### config.mk
export PLATFORM = sky130hd
export DESIGN_NAME = pipelined_cla_adder
export DESIGN_NICKNAME = d
export VERILOG_FILES = /design/src/rtl/pipelined_cla_adder.sv
export SDC_FILE = /design/constraint.sdc
export NUM_CORES = 1
export LEC_CHECK = 0
export ABC_AREA = 0
export BUFFER_PORTS_ARGS = -buffer_cell sky130_fd_sc_hd__clkbuf_2
export CAP_MARGIN = 10
export CORE_MARGIN = 4
export CORE_UTILIZATION = 40
export DETAILED_ROUTE_END_ITERATION = 8
export PLACE_DENSITY = 0.65
export SETUP_SLACK_MARGIN = 0.15
export SYNTH_ARGS = -nofsm -noshare
export SYNTH_HDL_FRONTEND = slang
export SYNTH_SLANG_ARGS = --single-unit
export TNS_END_PERCENT = 100
### constraint.sdc
create_clock -name clk -period 2.9 [get_ports clk]
set_input_delay 0.58 -clock clk [delete_from_list [all_inputs] [get_ports clk]]
set_output_delay 0.58 -clock clk [all_outputs]
set_load 0.05 [all_outputs]
### src/rtl/pipelined_cla_adder.sv
// pipelined_cla_adder: parametrised, pipelined carry-lookahead adder/subtractor.
// The operand width is split into STAGES segments, and each pipeline level adds one segment.
// Each segment uses two levels of lookahead: full lookahead inside each 4-bit group, then
// lookahead across the groups of the segment. The carry out of a segment is registered and
// passed to the next level. Upper operand bits travel forward through skew registers, and
// completed lower result bits travel forward through deskew registers, so that every bit of
// a result leaves the pipeline in the same cycle.
// Optional feature: define CLA_FLAGS_EN to add the registered zero and negative outputs.
module pipelined_cla_adder #(
    parameter int unsigned WIDTH  = 32,
    parameter int unsigned STAGES = 2,
    parameter int unsigned GROUP  = 4
) (
    input  logic             clk,
    input  logic             rst_n,
    input  logic             in_valid,
    output logic             in_ready,
    input  logic [WIDTH-1:0] a,
    input  logic [WIDTH-1:0] b,
    input  logic             c_in,
    input  logic             sub,
    output logic             out_valid,
    input  logic             out_ready,
    output logic [WIDTH-1:0] sum,
    output logic             c_out,
`ifdef CLA_FLAGS_EN
    output logic             zero,
    output logic             negative,
`endif
    output logic             overflow
);

    localparam int unsigned SEG = WIDTH / STAGES;
    localparam int unsigned NG  = SEG / GROUP;

    // Reject illegal configurations at elaboration time.
    if (GROUP != 4) begin : g_bad_group
        $error("pipelined_cla_adder: GROUP must be 4");
    end
    if ((STAGES < 1) || (STAGES > 8)) begin : g_bad_stages
        $error("pipelined_cla_adder: STAGES must be in 1..8");
    end
    if ((WIDTH % (GROUP * STAGES)) != 0) begin : g_bad_width
        $error("pipelined_cla_adder: WIDTH must be a multiple of 4*STAGES");
    end

    // Bit carries inside one 4-bit group. Each carry is a flat lookahead equation.
    function automatic logic [3:0] group_carries(input logic [3:0] p, input logic [3:0] g,
                                                 input logic ci);
        logic [3:0] c;
        c[0] = ci;
        c[1] = g[0] | (p[0] & ci);
        c[2] = g[1] | (p[1] & g[0]) | (p[1] & p[0] & ci);
        c[3] = g[2] | (p[2] & g[1]) | (p[2] & p[1] & g[0]) | (p[2] & p[1] & p[0] & ci);
        return c;
    endfunction

    // Group propagate/generate, returned as {P, G}.
    function automatic logic [1:0] group_pg(input logic [3:0] p, input logic [3:0] g);
        logic gp;
        logic gg;
        gp = &p;
        gg = g[3] | (p[3] & g[2]) | (p[3] & p[2] & g[1]) | (p[3] & p[2] & p[1] & g[0]);
        return {gp, gg};
    endfunction

    // One segment add, returned as {carry_out, sum}.
    // Every group carry is a sum of products over the group P/G terms (no ripple chain).
    function automatic logic [SEG:0] cla_segment(input logic [SEG-1:0] x,
                                                 input logic [SEG-1:0] y,
                                                 input logic           ci);
        logic [SEG-1:0] p;
        logic [SEG-1:0] g;
        logic [SEG-1:0] c;
        logic [NG-1:0]  gp;
        logic [NG-1:0]  gg;
        logic [NG:0]    gc;
        logic           term;
        p = x ^ y;
        g = x & y;
        for (int j = 0; j < NG; j++) begin
            {gp[j], gg[j]} = group_pg(p[j*GROUP +: GROUP], g[j*GROUP +: GROUP]);
        end
        for (int j = 0; j <= NG; j++) begin
            term = ci;
            for (int i = 0; i < j; i++) begin
                term = term & gp[i];
            end
            gc[j] = term;
            for (int i = 0; i < j; i++) begin
                term = gg[i];
                for (int m = i + 1; m < j; m++) begin
                    term = term & gp[m];
                end
                gc[j] = gc[j] | term;
            end
        end
        for (int j = 0; j < NG; j++) begin
            c[j*GROUP +: GROUP] = group_carries(p[j*GROUP +: GROUP], g[j*GROUP +: GROUP], gc[j]);
        end
        return {gc[NG], p ^ c};
    endfunction

    logic             advance;
    logic             carry0;
    logic [WIDTH-1:0] b_eff;

    // The whole pipeline moves in lockstep. A full output register that is not accepted
    // freezes every stage.
    assign advance  = !out_valid || out_ready;
    assign in_ready = advance;
    assign b_eff    = sub ? ~b : b;
    assign carry0   = sub | c_in;

    for (genvar k = 0; k < STAGES; k++) begin : g_stage
        logic [SEG-1:0]       seg_a;
        logic [SEG-1:0]       seg_b;
        logic [SEG-1:0]       seg_sum;
        logic                 seg_cin;
        logic                 seg_cout;
        logic                 up_valid;
        logic                 valid_d;
        logic                 valid_q;
        logic                 carry_d;
        logic                 carry_q;
        logic [(k+1)*SEG-1:0] res_new;
        logic [(k+1)*SEG-1:0] res_d;
        logic [(k+1)*SEG-1:0] res_q;

        // Level 0 takes its segment straight from the ports. Later levels take theirs from
        // the previous level's skew and carry registers.
        if (k == 0) begin : g_src
            assign seg_a    = a[SEG-1:0];
            assign seg_b    = b_eff[SEG-1:0];
            assign seg_cin  = carry0;
            assign up_valid = in_valid;
            assign res_new  = seg_sum;
        end else begin : g_src
            assign seg_a    = g_stage[k-1].g_skew.a_q[SEG-1:0];
            assign seg_b    = g_stage[k-1].g_skew.b_q[SEG-1:0];
            assign seg_cin  = g_stage[k-1].carry_q;
            assign up_valid = g_stage[k-1].valid_q;
            assign res_new  = {seg_sum, g_stage[k-1].res_q};
        end

        assign {seg_cout, seg_sum} = cla_segment(seg_a, seg_b, seg_cin);

        // Next state for this level: shift on advance, otherwise hold.
        always_comb begin
            valid_d = valid_q;
            carry_d = carry_q;
            res_d   = res_q;
            if (advance) begin
                valid_d = up_valid;
                carry_d = seg_cout;
                res_d   = res_new;
            end
        end

        // Level registers: valid bit, segment carry out, and the result bits done so far.
        always_ff @(posedge clk or negedge rst_n) begin
            if (!rst_n) begin
                valid_q <= 1'b0;
                carry_q <= 1'b0;
                res_q   <= '0;
            end else begin
                valid_q <= valid_d;
                carry_q <= carry_d;
                res_q   <= res_d;
            end
        end

        // Operand bits for the segments that are still ahead ride along in skew registers.
        if (k < STAGES - 1) begin : g_skew
            localparam int unsigned SkW = WIDTH - (k + 1) * SEG;
            logic [SkW-1:0] a_up;
            logic [SkW-1:0] b_up;
            logic [SkW-1:0] a_d;
            logic [SkW-1:0] a_q;
            logic [SkW-1:0] b_d;
            logic [SkW-1:0] b_q;

            if (k == 0) begin : g_up
                assign a_up = a[WIDTH-1:SEG];
                assign b_up = b_eff[WIDTH-1:SEG];
            end else begin : g_up
                assign a_up = g_stage[k-1].g_skew.a_q[SkW+SEG-1:SEG];
                assign b_up = g_stage[k-1].g_skew.b_q[SkW+SEG-1:SEG];
            end

            // Skew next state: take the upper operand bits on advance, otherwise hold.
            always_comb begin
                a_d = a_q;
                b_d = b_q;
                if (advance) begin
                    a_d = a_up;
                    b_d = b_up;
                end
            end

            // Skew registers for the upper operand bits.
            always_ff @(posedge clk or negedge rst_n) begin
                if (!rst_n) begin
                    a_q <= '0;
                    b_q <= '0;
                end else begin
                    a_q <= a_d;
                    b_q <= b_d;
                end
            end
        end

        // The final level also registers overflow. Carry into the MSB is recovered as a^b'^s.
        if (k == STAGES - 1) begin : g_out
            logic ovf_d;
            logic ovf_q;

            // Overflow next state: carry into the MSB XOR carry out, updated on advance.
            always_comb begin
                ovf_d = ovf_q;
                if (advance) begin
                    ovf_d = seg_cout ^ seg_a[SEG-1] ^ seg_b[SEG-1] ^ seg_sum[SEG-1];
                end
            end

            // Overflow register, held during a stall.
            always_ff @(posedge clk or negedge rst_n) begin
                if (!rst_n) begin
                    ovf_q <= 1'b0;
                end else begin
                    ovf_q <= ovf_d;
                end
            end
        end

`ifdef CLA_FLAGS_EN
        logic up_zero;
        logic zero_d;
        logic zero_q;

        if (k == 0) begin : g_zsrc
            assign up_zero = 1'b1;
        end else begin : g_zsrc
            assign up_zero = g_stage[k-1].zero_q;
        end

        // Zero flag is built one segment at a time, so no level reduces the full width.
        always_comb begin
            zero_d = zero_q;
            if (advance) begin
                zero_d = up_zero & ~|seg_sum;
            end
        end

        // Partial zero flag register.
        always_ff @(posedge clk or negedge rst_n) begin
            if (!rst_n) begin
                zero_q <= 1'b0;
            end else begin
                zero_q <= zero_d;
            end
        end
`endif
    end

    assign out_valid = g_stage[STAGES-1].valid_q;
    assign sum       = g_stage[STAGES-1].res_q;
    assign c_out     = g_stage[STAGES-1].carry_q;
    assign overflow  = g_stage[STAGES-1].g_out.ovf_q;

`ifdef CLA_FLAGS_EN
    assign zero     = g_stage[STAGES-1].zero_q;
    assign negative = sum[WIDTH-1];
`endif

endmodule

==> impl_metrics.ini <==
[die]
fp.dieArea_sq_mm = 0.0136
io-pin-count = 106
num_rows = 39
die_height_microns = 116
die_x_microns = 116
core_sq_mm = 0.0115
start_util = 0.410

[clock_tree]
cts-buffers-inserted = 9
ctsRootBufferMaster = clkbuf_16
clkLatencyLatePin_ns = 0.34
cts_tree = yes
clkTransAtPathRegs_ns = 0.06
clock_sinks = 85
cts_buffer_depth = 2
ctsHtreeMaxLevel = 3

[cells_and_area]
num_antenna_cells = 0
fin_nets = 732
fin_util = 0.512
syn_to_final_growth_pct = 24.9
drive_gt1_frac = 0.246
final_cells = 770

[setup_path]
path_class = primary input to flip-flop
endpoint_kind = flip-flop
slowest_delay_ns = 0.44
crit_slowest_cell = fa_2
cp_cell_sequence = clkbuf_2 -> buf_12 -> xor2_1 -> ha_1 -> a21oi_2 -> o21ai_1 -> a211oi_2 -> a21boi_2 -> o21a_1 -> nor2_2 -> fa_2 -> a21oi_2
crit_family = compound AO/OA/AOI/OAI gates
critPathBufInv = 2
crit_fanout = 14
required_ns = 3.16
crit_top_cell = a21oi_2
start_kind = primary input
crit_arrival_ns = 2.92

[logic_synthesis]
synth_seq_area_share = 0.452
synth-seq-cells = 85
syn_nets = 622
ys_types = 41
ys.flop_type = dfrtp_1
synth-edff-count = 0
syn-cell-area_sq_mm = 0.00470
synthCells = 512
syn_area_per_cell_sq_um = 9.19
yosys_warnings = 0
synthArstFlopShare = 1.00

[pwr]
totalPowerFinal_uw = 5150
power_leakage_uw = 0.00296
p_per_area_mw_per_mm2 = 877
vdd_drop_max_mv = 0.565

[routing]
dr.pass1.iters = 5
antenna_left = 0
drc = 0
viasPerCell = 4.86
via_count = 3739
drtIter0Drc = 168
wirelength_microns = 10400
wl_per_cell_microns = 13.5

[timing]
clock_skew_ns = 0.00657
tightest_slew_ns = 0.735
fmax_ghz = 0.376
max-slew-margin-rel = 0.510
slew_viol_final = 0
hold_viol = 0
setup_violations = 0
final.setup.tns_ns = 0
rsz0062_at_grt = no
fin_crit_sh = 0.916
period_needed_ns = 2.66

[outcome]
status = finished, final reports clean

[global_route]
grt_pass1_vias = 3719
grt_start_max_net_pins = 57
grt_pass1_wl_microns = 17300
antenna_found_initial = 0
grt_overflow = 0
grt_usage = 0.162

[placement]
port_buffers = 105
place_congestion = 0.873
dp_hpwl_microns = 7770
placed_cells = 751

[worst_hold_path]
hold_path.class = primary input to asynchronous set/reset pin

[flow_run]
cap_violations = 0
worst paths after layout:
path                                          startpoint                       end  slack [ns]  depth (start not counted)
min in group clk                                   a[21]  g_stage[0].g_skew.a_q[5]        0.44                          3
worst min-delay path                               rst_n                   sum[23]        0.30                          1
max in group asynchronous                          rst_n                    sum[7]        1.98                          2
worst max register to register  g_stage[0].g_skew.a_q[0]                   sum[25]        0.40                          9
worst max-delay path                                 sub      g_stage[0].res_q[12]        0.24                         12
worst min register to register        g_stage[0].valid_q                 out_valid        0.46                          1
power breakdown:
part	internal [uW]	switching (uW)
combinational	668	1450
sequential	1530	203
clock	841	461
cells by family (layout without fill, tap and decap cells):
family                   Yosys count  in the layout  synth area share
adder cells (fa/ha/maj)           40             40             0.119
flip-flops                        85             85             0.452
buffers and inverters             42            157            0.0343
AND/OR/NAND/NOR                  188            188             0.159
XOR/XNOR                          55             55             0.102
AO/OA/AOI/OAI                    102            102             0.133
routing by layer:
| layer | share of wire | up-vias | GRT usage | routed length, microns |
|---|---|---|---|---|
| li1 | - | 1906 | - | - |
| met5 | 0 | - | 0 | 0 |
| met3 | 0.052 | 18 | 0.0311 | 539 |
| met4 | 0.020 | 0 | 0.0611 | 212 |
| met2 | 0.49 | 97 | 0.270 | 5050 |
| met1 | 0.44 | 1718 | 0.208 | 4590 |
flip-flops by register name, indices dropped and copies added (netlist names):
signal,flops
g_stage.g_skew.b_q,16
g_stage.valid_q,1
g_stage.res_q,16
g_stage.g_skew.a_q,16
g_stage.carry_q,1
out_valid,1
overflow,1
c_out,1
sum,32
cell type report:
type | count | area [sq um]
inverters | 19 | 71.3
clock buffers | 10 | 229
repair buffers | 122 | 696
fillers | 1063 | 5590
clock inverters | 6 | 111
multi-input cells | 385 | 2460
well taps | 143 | 179
flip-flops and latches | 85 | 2130
cell usage after synthesis (2+ instances only):
cell	count	area, sq um
a21o_1	8	60.1
a21oi_1	39	195
a31oi_1	4	25.0
and2_1	3	18.8
and3_1	3	18.8
buf_2	3	15.0
clkbuf_1	19	71.3
dfrtp_1	85	2130
fa_1	8	160
ha_1	32	400
inv_1	18	67.6
nand2_1	135	507
nand3_1	2	10.0
nand4_1	3	18.8
nor2_1	33	124
nor2b_1	3	18.8
nor3_1	4	20.0
o21a_1	3	22.5
o21ai_0	5	25.0
o21ai_1	25	125
o21bai_1	3	22.5
o31ai_1	2	15.0
xnor2_1	26	228
xor2_1	29	254
per-stage QoR:
step	worst slack [ns]	cell area [sq um]	hold WS, ns
after detailed placement	-0.103	5490	0.449
final	0.242	5880	0.296
after global routing	0.0944	5880	0.357
after CTS	0.240	5830	0.329
after floorplan	0.0632	4750	0.284
after global placement	-0.00435	5490	0.441
repair_timing:
action / 4_1_cts / 5_1_grt
buffers inserted: 0 / 3
gates resized for setup: 0 / 5
setup endpoints to repair: 0 / 3
hold buffers: 0 / 0
cells in the final DEF (no fill, tap or decap), types with 5 or more instances in the layout:
| cell type | count |
|---|---|
| xnor2_1 | 26 |
| a21oi_1 | 34 |
| nand2_1 | 135 |
| o21ai_1 | 25 |
| a21o_1 | 8 |
| clkbuf_2 | 103 |
| buf_4 | 16 |
| dfrtp_1 | 85 |
| a21oi_2 | 5 |
| clkbuf_16 | 9 |
| nor2_1 | 32 |
| inv_1 | 18 |
| xor2_1 | 29 |
| fa_1 | 7 |
| ha_1 | 32 |
| o21ai_0 | 5 |
Power figures use the tool's default switching activity.
